--- src/rtl/div_pkg.sv ---
// Shared types and constants for the divide dispatch front end.
package div_pkg;

    localparam int DIV_XLEN  = 64;
    localparam int DIV_TAG_W = 6;

    typedef struct packed {
        logic                 is_signed;
        logic [DIV_XLEN-1:0]  dividend;
        logic [DIV_XLEN-1:0]  divisor;
        logic [DIV_TAG_W-1:0] tag;
    } div_op_t;

    typedef enum logic [1:0] {
        S_IDLE,
        S_WAIT,
        S_RESULT
    } div_state_t;

    localparam logic [DIV_XLEN-1:0] DIV_ZERO_RESULT = '1;
    localparam logic [DIV_XLEN-1:0] DIV_INT_MIN     = {1'b1, {(DIV_XLEN-1){1'b0}}};

endpackage

--- src/rtl/div_op_fifo.sv ---
// Small op queue between the reservation station and the divider; flush empties it.
module div_op_fifo
    import div_pkg::*;
#(
    parameter int DEPTH = 2
) (
    input  logic    clk,
    input  logic    reset,
    input  logic    flush,
    input  logic    push,
    input  logic    pop,
    input  div_op_t din,
    output div_op_t dout,
    output logic    full,
    output logic    empty
);

    localparam int AW = $clog2(DEPTH);

    div_op_t        mem [DEPTH];
    logic [AW:0]    wr_ptr;
    logic [AW:0]    rd_ptr;

    // Extra pointer bit separates full from empty when the indices match.
    assign empty = (wr_ptr == rd_ptr);
    assign full  = (wr_ptr[AW] != rd_ptr[AW]) && (wr_ptr[AW-1:0] == rd_ptr[AW-1:0]);
    assign dout  = mem[rd_ptr[AW-1:0]];

    always_ff @(posedge clk) begin
        if (reset || flush) begin
            wr_ptr <= '0;
            rd_ptr <= '0;
        end else begin
            if (push && !full) wr_ptr <= wr_ptr + 1'b1;
            if (pop && !empty) rd_ptr <= rd_ptr + 1'b1;
        end
    end

    always_ff @(posedge clk) begin
        if (!reset && !flush && push && !full) mem[wr_ptr[AW-1:0]] <= din;
    end

endmodule

--- src/rtl/div_dispatch.sv ---
// Issue-side front end for the iterative divider: queue, dispatch, result to CDB, flush.
// Define DIV_FASTPATH_EN to resolve divide-by-zero and signed overflow without the divider.
module div_dispatch
    import div_pkg::*;
#(
    parameter int XLEN  = DIV_XLEN,
    parameter int TAG_W = DIV_TAG_W,
    parameter int DEPTH = 2
) (
    input  logic             clk,
    input  logic             reset,
    input  logic             flush_i,
    input  logic             issue_valid_i,
    output logic             issue_ready_o,
    input  logic             issue_signed_i,
    input  logic [XLEN-1:0]  issue_dividend_i,
    input  logic [XLEN-1:0]  issue_divisor_i,
    input  logic [TAG_W-1:0] issue_tag_i,
    output logic             div_valid_o,
    input  logic             div_ready_i,
    output logic             div_signed_o,
    output logic [XLEN-1:0]  div_dividend_o,
    output logic [XLEN-1:0]  div_divisor_o,
    input  logic             div_valid_i,
    input  logic [XLEN-1:0]  div_quotient_i,
    output logic             div_yumi_o,
    output logic             cdb_valid_o,
    input  logic             cdb_ready_i,
    output logic [TAG_W-1:0] cdb_tag_o,
    output logic [XLEN-1:0]  cdb_data_o
);

    div_state_t       state, state_n;
    logic             squash, squash_n;
    logic [TAG_W-1:0] tag_q, tag_n;
    logic [XLEN-1:0]  data_q, data_n;
    div_op_t          in_op, head;
    logic             full, empty, pop;
    logic             fast;
    logic [XLEN-1:0]  fast_val;

    assign in_op = '{is_signed: issue_signed_i, dividend: issue_dividend_i,
                     divisor: issue_divisor_i, tag: issue_tag_i};

    div_op_fifo #(.DEPTH(DEPTH)) u_fifo (
        .clk   (clk),
        .reset (reset),
        .flush (flush_i),
        .push  (issue_valid_i),
        .pop   (pop),
        .din   (in_op),
        .dout  (head),
        .full  (full),
        .empty (empty)
    );

    assign issue_ready_o  = !full;
    assign div_signed_o   = head.is_signed;
    assign div_dividend_o = head.dividend;
    assign div_divisor_o  = head.divisor;
    assign cdb_tag_o      = tag_q;
    assign cdb_data_o     = data_q;

`ifdef DIV_FASTPATH_EN
    always_comb begin
        fast     = 1'b0;
        fast_val = DIV_ZERO_RESULT;
        if (head.divisor == '0) begin
            fast = 1'b1;
        end else if (head.is_signed && head.dividend == DIV_INT_MIN &&
                     head.divisor == DIV_ZERO_RESULT) begin
            fast     = 1'b1;
            fast_val = DIV_INT_MIN;
        end
    end
`else
    assign fast     = 1'b0;
    assign fast_val = '0;
`endif

    always_comb begin
        state_n     = state;
        squash_n    = squash;
        tag_n       = tag_q;
        data_n      = data_q;
        pop         = 1'b0;
        div_valid_o = 1'b0;
        div_yumi_o  = 1'b0;
        cdb_valid_o = 1'b0;
        case (state)
            S_IDLE: begin
                // A flushed head must not start a divide in the flush cycle.
                if (!empty && !flush_i) begin
                    if (fast) begin
                        pop     = 1'b1;
                        tag_n   = head.tag;
                        data_n  = fast_val;
                        state_n = S_RESULT;
                    end else begin
                        div_valid_o = 1'b1;
                        if (div_ready_i) begin
                            pop     = 1'b1;
                            tag_n   = head.tag;
                            state_n = S_WAIT;
                        end
                    end
                end
            end
            S_WAIT: begin
                div_yumi_o = div_valid_i;
                if (div_valid_i) begin
                    squash_n = 1'b0;
                    if (squash || flush_i) begin
                        state_n = S_IDLE;
                    end else begin
                        data_n  = div_quotient_i;
                        state_n = S_RESULT;
                    end
                end else if (flush_i) begin
                    squash_n = 1'b1;
                end
            end
            S_RESULT: begin
                cdb_valid_o = 1'b1;
                if (cdb_ready_i || flush_i) state_n = S_IDLE;
            end
            default: state_n = S_IDLE;
        endcase
    end

    always_ff @(posedge clk) begin
        if (reset) begin
            state  <= S_IDLE;
            squash <= 1'b0;
            tag_q  <= '0;
            data_q <= '0;
        end else begin
            state  <= state_n;
            squash <= squash_n;
            tag_q  <= tag_n;
            data_q <= data_n;
        end
    end

endmodule

--- config.mk ---
export PLATFORM = sky130hd
export DESIGN_NAME = div_dispatch
export DESIGN_NICKNAME = d
export VERILOG_FILES = /design/src/rtl/div_pkg.sv /design/src/rtl/div_op_fifo.sv /design/src/rtl/div_dispatch.sv
export SDC_FILE = /design/constraint.sdc
export NUM_CORES = 1
export LEC_CHECK = 0
export ABC_AREA = 1
export BUFFER_PORTS_ARGS = -buffer_cell sky130_fd_sc_hd__buf_2
export CORE_AREA = 4 4 162 164
export DETAILED_ROUTE_END_ITERATION = 10
export DIE_AREA = 0 0 166 168
export PLACE_DENSITY = 0.85
export REMOVE_ABC_BUFFERS = 1
export SYNTH_ARGS = -nofsm -noshare
export SYNTH_HDL_FRONTEND = slang
export SYNTH_SLANG_ARGS = --single-unit
--- constraint.sdc ---
create_clock -name clk -period 17.1 [get_ports clk]
set_clock_uncertainty 0.05 [all_clocks]
set_input_delay 1.71 -clock clk [delete_from_list [all_inputs] [get_ports clk]]
set_output_delay 1.71 -clock clk [all_outputs]
set_load 0.03 [all_outputs]
==> run summary <==
================================================================================
Run status ........................................................ finished, final reports clean
Top post-synthesis cells by count ................................. nand2_1, edfxtp_1, nor2_1, buf_4, dfxtp_1
Most area-consuming cells after synthesis ......................... edfxtp_1, nand2_1, dfxtp_1
CP max FO .........................................................           81
Total clock sinks .................................................          348
RSZ-0062 raised after global routing ..............................        false
Path class of the lowest-slack min-delay path .....................      reg2reg
Synth Register Bits ...............................................          348
Critical Path Start Type ..........................................         flop
List of cells traversed by the critical path ...................... inv_4, buf_4, nand2_1, nand2_1, buf_2
Wire length per cell after detailed routing .......................      16.9 µm
Sequential element share of the synthesized area ..................        70.6%
Number of synthesized flops with an enable pin ....................          270
Router iterations before antenna repair ...........................            5
Later-pin clock latency in the skew report ........................       500 ps
Total of cells resized after clock tree synthesis .................            0
TritonCTS buffer count ............................................           35
Total track usage .................................................        21.4%
Largest net degree at the start of global routing .................           94
Worst Tran Pin Value ..............................................      1070 ps
Crit Path Category ................................................      reg2out
DR iter-0 viols ...................................................          701
Total of endpoints with negative setup slack in the final report ..            0
Detailed placer's ending HPWL .....................................     21700 µm
Most frequent cell after synthesis ................................      nand2_1
Most frequently used flop master after synthesis ..................     edfxtp_1
Worst endpoint data arrival time ..................................      2780 ps
Synth cell types ..................................................           22
Number of max-capacitance violations reported .....................            0
Fraction of final layout cells sized beyond drive strength 1 ......        31.3%
Layout fillers ....................................................         1900
Core Footprint ....................................................   0.0249 mm²
Congestion Overflow GR ............................................            0
CP max-delay cell .................................................        buf_4
Number of antenna violations at the first check in global routing .           12
Number of top-level pins ..........................................          409
Floorplan die height ..............................................       168 µm
Count of vias placed by the detailed router .......................         9218
Final layout net count ............................................         1705
Post-layout min period ............................................      4540 ps
Die width .........................................................       166 µm
Wire length of the first global-routing pass ......................     47400 µm
Standard-cell row count ...........................................           58
Fmax ..............................................................      220 MHz
Slew margin rel. ..................................................        28.3%
Total count of max-transition violations in the final report ......            0
Cell count after placement ........................................         1792
Flip-flop and latch area ..........................................  0.00967 mm²
Post-layout instance count excluding filler cells .................         1864
Part of the cycle the worst path needs ............................        26.5%
Peak supply drop ..................................................      76.8 µV
Count of yosys warnings during synthesis ..........................            0
Cell type with the largest total area after synthesis .............     edfxtp_1
Combined area of all synthesized cells ............................   0.0137 mm²
Clock-pin transition on the worst setup and hold timing paths .....        50 ps
TritonCTS clock tree ..............................................         done
Maximum cell stage delay along the critical path ..................       770 ps
Yosys top cell area share .........................................        59.2%
Count of hold-fix buffers inserted at cts .........................            0
Die area ..........................................................   0.0279 mm²
Post-synthesis area per instance ..................................     11.2 µm²
Setup total negative slack ........................................         0 ps
Power density of the placed cells .................................   108 mW/mm²
Most used cell, CP ................................................      nand2_1
Buffer depth of the longest clock path ............................            3
Hold Violations, Final ............................................            0
Async set-reset flop share out of synthesis .......................           0%
Post-CTS setup buffer count .......................................            0
Data required time of the worst path ..............................     15340 ps
Post-synthesis cell count .........................................         1223
Flop2flop setup slack .............................................     13870 ps
Avg Vias per Cell .................................................         4.95
Post-route DRC violation count ....................................            0
GP Congestion .....................................................        0.869
Area Overhead vs Synth ............................................        17.2%
Category of the worst setup path capture point ....................  output port
Starting Density ..................................................        55.1%
Total detailed-routing wirelength .................................     31500 µm
Antenna-violating nets left .......................................            0
Max H-tree Level ..................................................            2
PortBufs ..........................................................          408
Area taken by multi-input logic gates .............................  0.00266 mm²
Standby leakage power .............................................      7.19 nW
Via count of the first global-routing pass ........................         9186
CTS Root Buffer Type ..............................................    clkbuf_16
================================================================================
-- report_power, final --
group          internal (mW)  switching [mW]  total [mW]  leakage, nW
logic                 0.0326          0.0667      0.0994         3.59
registers              0.926         0.00444       0.931         3.08
clock network          0.408           0.298       0.706        0.514
total                   1.37           0.369        1.74         7.19
-- state kept, by name, indices dropped and copies added (netlist names), named ones only --
signal,cells
u_fifo.rd_ptr,2
state,2
u_fifo.mem,270
squash,1
cdb_tag_o,6
cdb_data_o,64
u_fifo.wr_ptr,2
-- logic make-up (layout without fill, tap and decap cells) --
family / count (synthesis) / count (layout) / synth area share [%]
other: 0 / 13 / 0
buffers and inverters: 211 / 509 / 10.2
AO/OA/AOI/OAI: 75 / 75 / 2.76
AND/OR/NAND/NOR: 589 / 589 / 16.5
flip-flops: 348 / 348 / 70.6
-- worst max-delay path, delay by kind of cell, from the launching register on --
kind                   cells  cell delay (ps)
buffers and inverters      3             1480
DFF                        1              490
and+or+nand+nor            2              260
-- layout make-up --
class	instances	area share, %
inverter	33	0.787
tap	330	2.57
multi-input combinational	664	16.5
sequential	348	60.2
antenna	13	0.202
clock inverter	11	0.615
timing repair buffer	417	13.1
clock buffer	48	5.95
-- cell usage in the layout (no fill, tap or decap), types with 4 or more instances in the layout --
cell and count:
buf_2 408, a21oi_1 10, edfxtp_1 270, dfxtp_1 77
clkinv_2 4, o21ai_0 4, clkbuf_1 11, nand4_1 7
diode_2 13, inv_1 27, clkbuf_16 36, clkinv_1 4
nand2_1 428, o21ai_1 60, nor2_1 143, buf_4 9
-- path summary, 6_finish.rpt --
| path | from | end | cells past startpoint |
|---|---|---|---|
| setup / recovery | flop | div_divisor_o[40] | 5 |
| hold / removal | u_fifo.wr_ptr[1] | u_fifo.wr_ptr[1] | 2 |
| setup reg to reg | u_fifo.wr_ptr[0] | u_fifo.mem[0][112] | 8 |
| hold reg to reg | u_fifo.wr_ptr[1] | u_fifo.wr_ptr[1] | 2 |
-- layer usage --
layer,wire [µm],up-vias,track usage [%]
li1,-,4434,-
met1,11400,4311,23.6
met2,16200,401,38.0
met3,2730,70,6.64
met4,1190,2,10.2
met5,13,-,0
-- through the flow --
step | total power, mW | instance area [µm²] | hold WS, ps | util, % | setup slack (ps)
6_report | 1.74 | 16100 | 439 | 64.5 | 12560
5_1_grt | 1.80 | 16100 | 470 | 64.5 | 12330
4_1_cts | 1.75 | 16000 | 444 | 64.4 | 12480
3_5_place_dp | 1.05 | 15000 | 427 | 60.2 | 12510
3_3_place_gp | 1.04 | 15000 | 417 | 60.2 | 12520
2_1_floorplan | 1.00 | 12400 | 403 | - | 7820
Note: power is estimated with default switching activity, not from simulation.
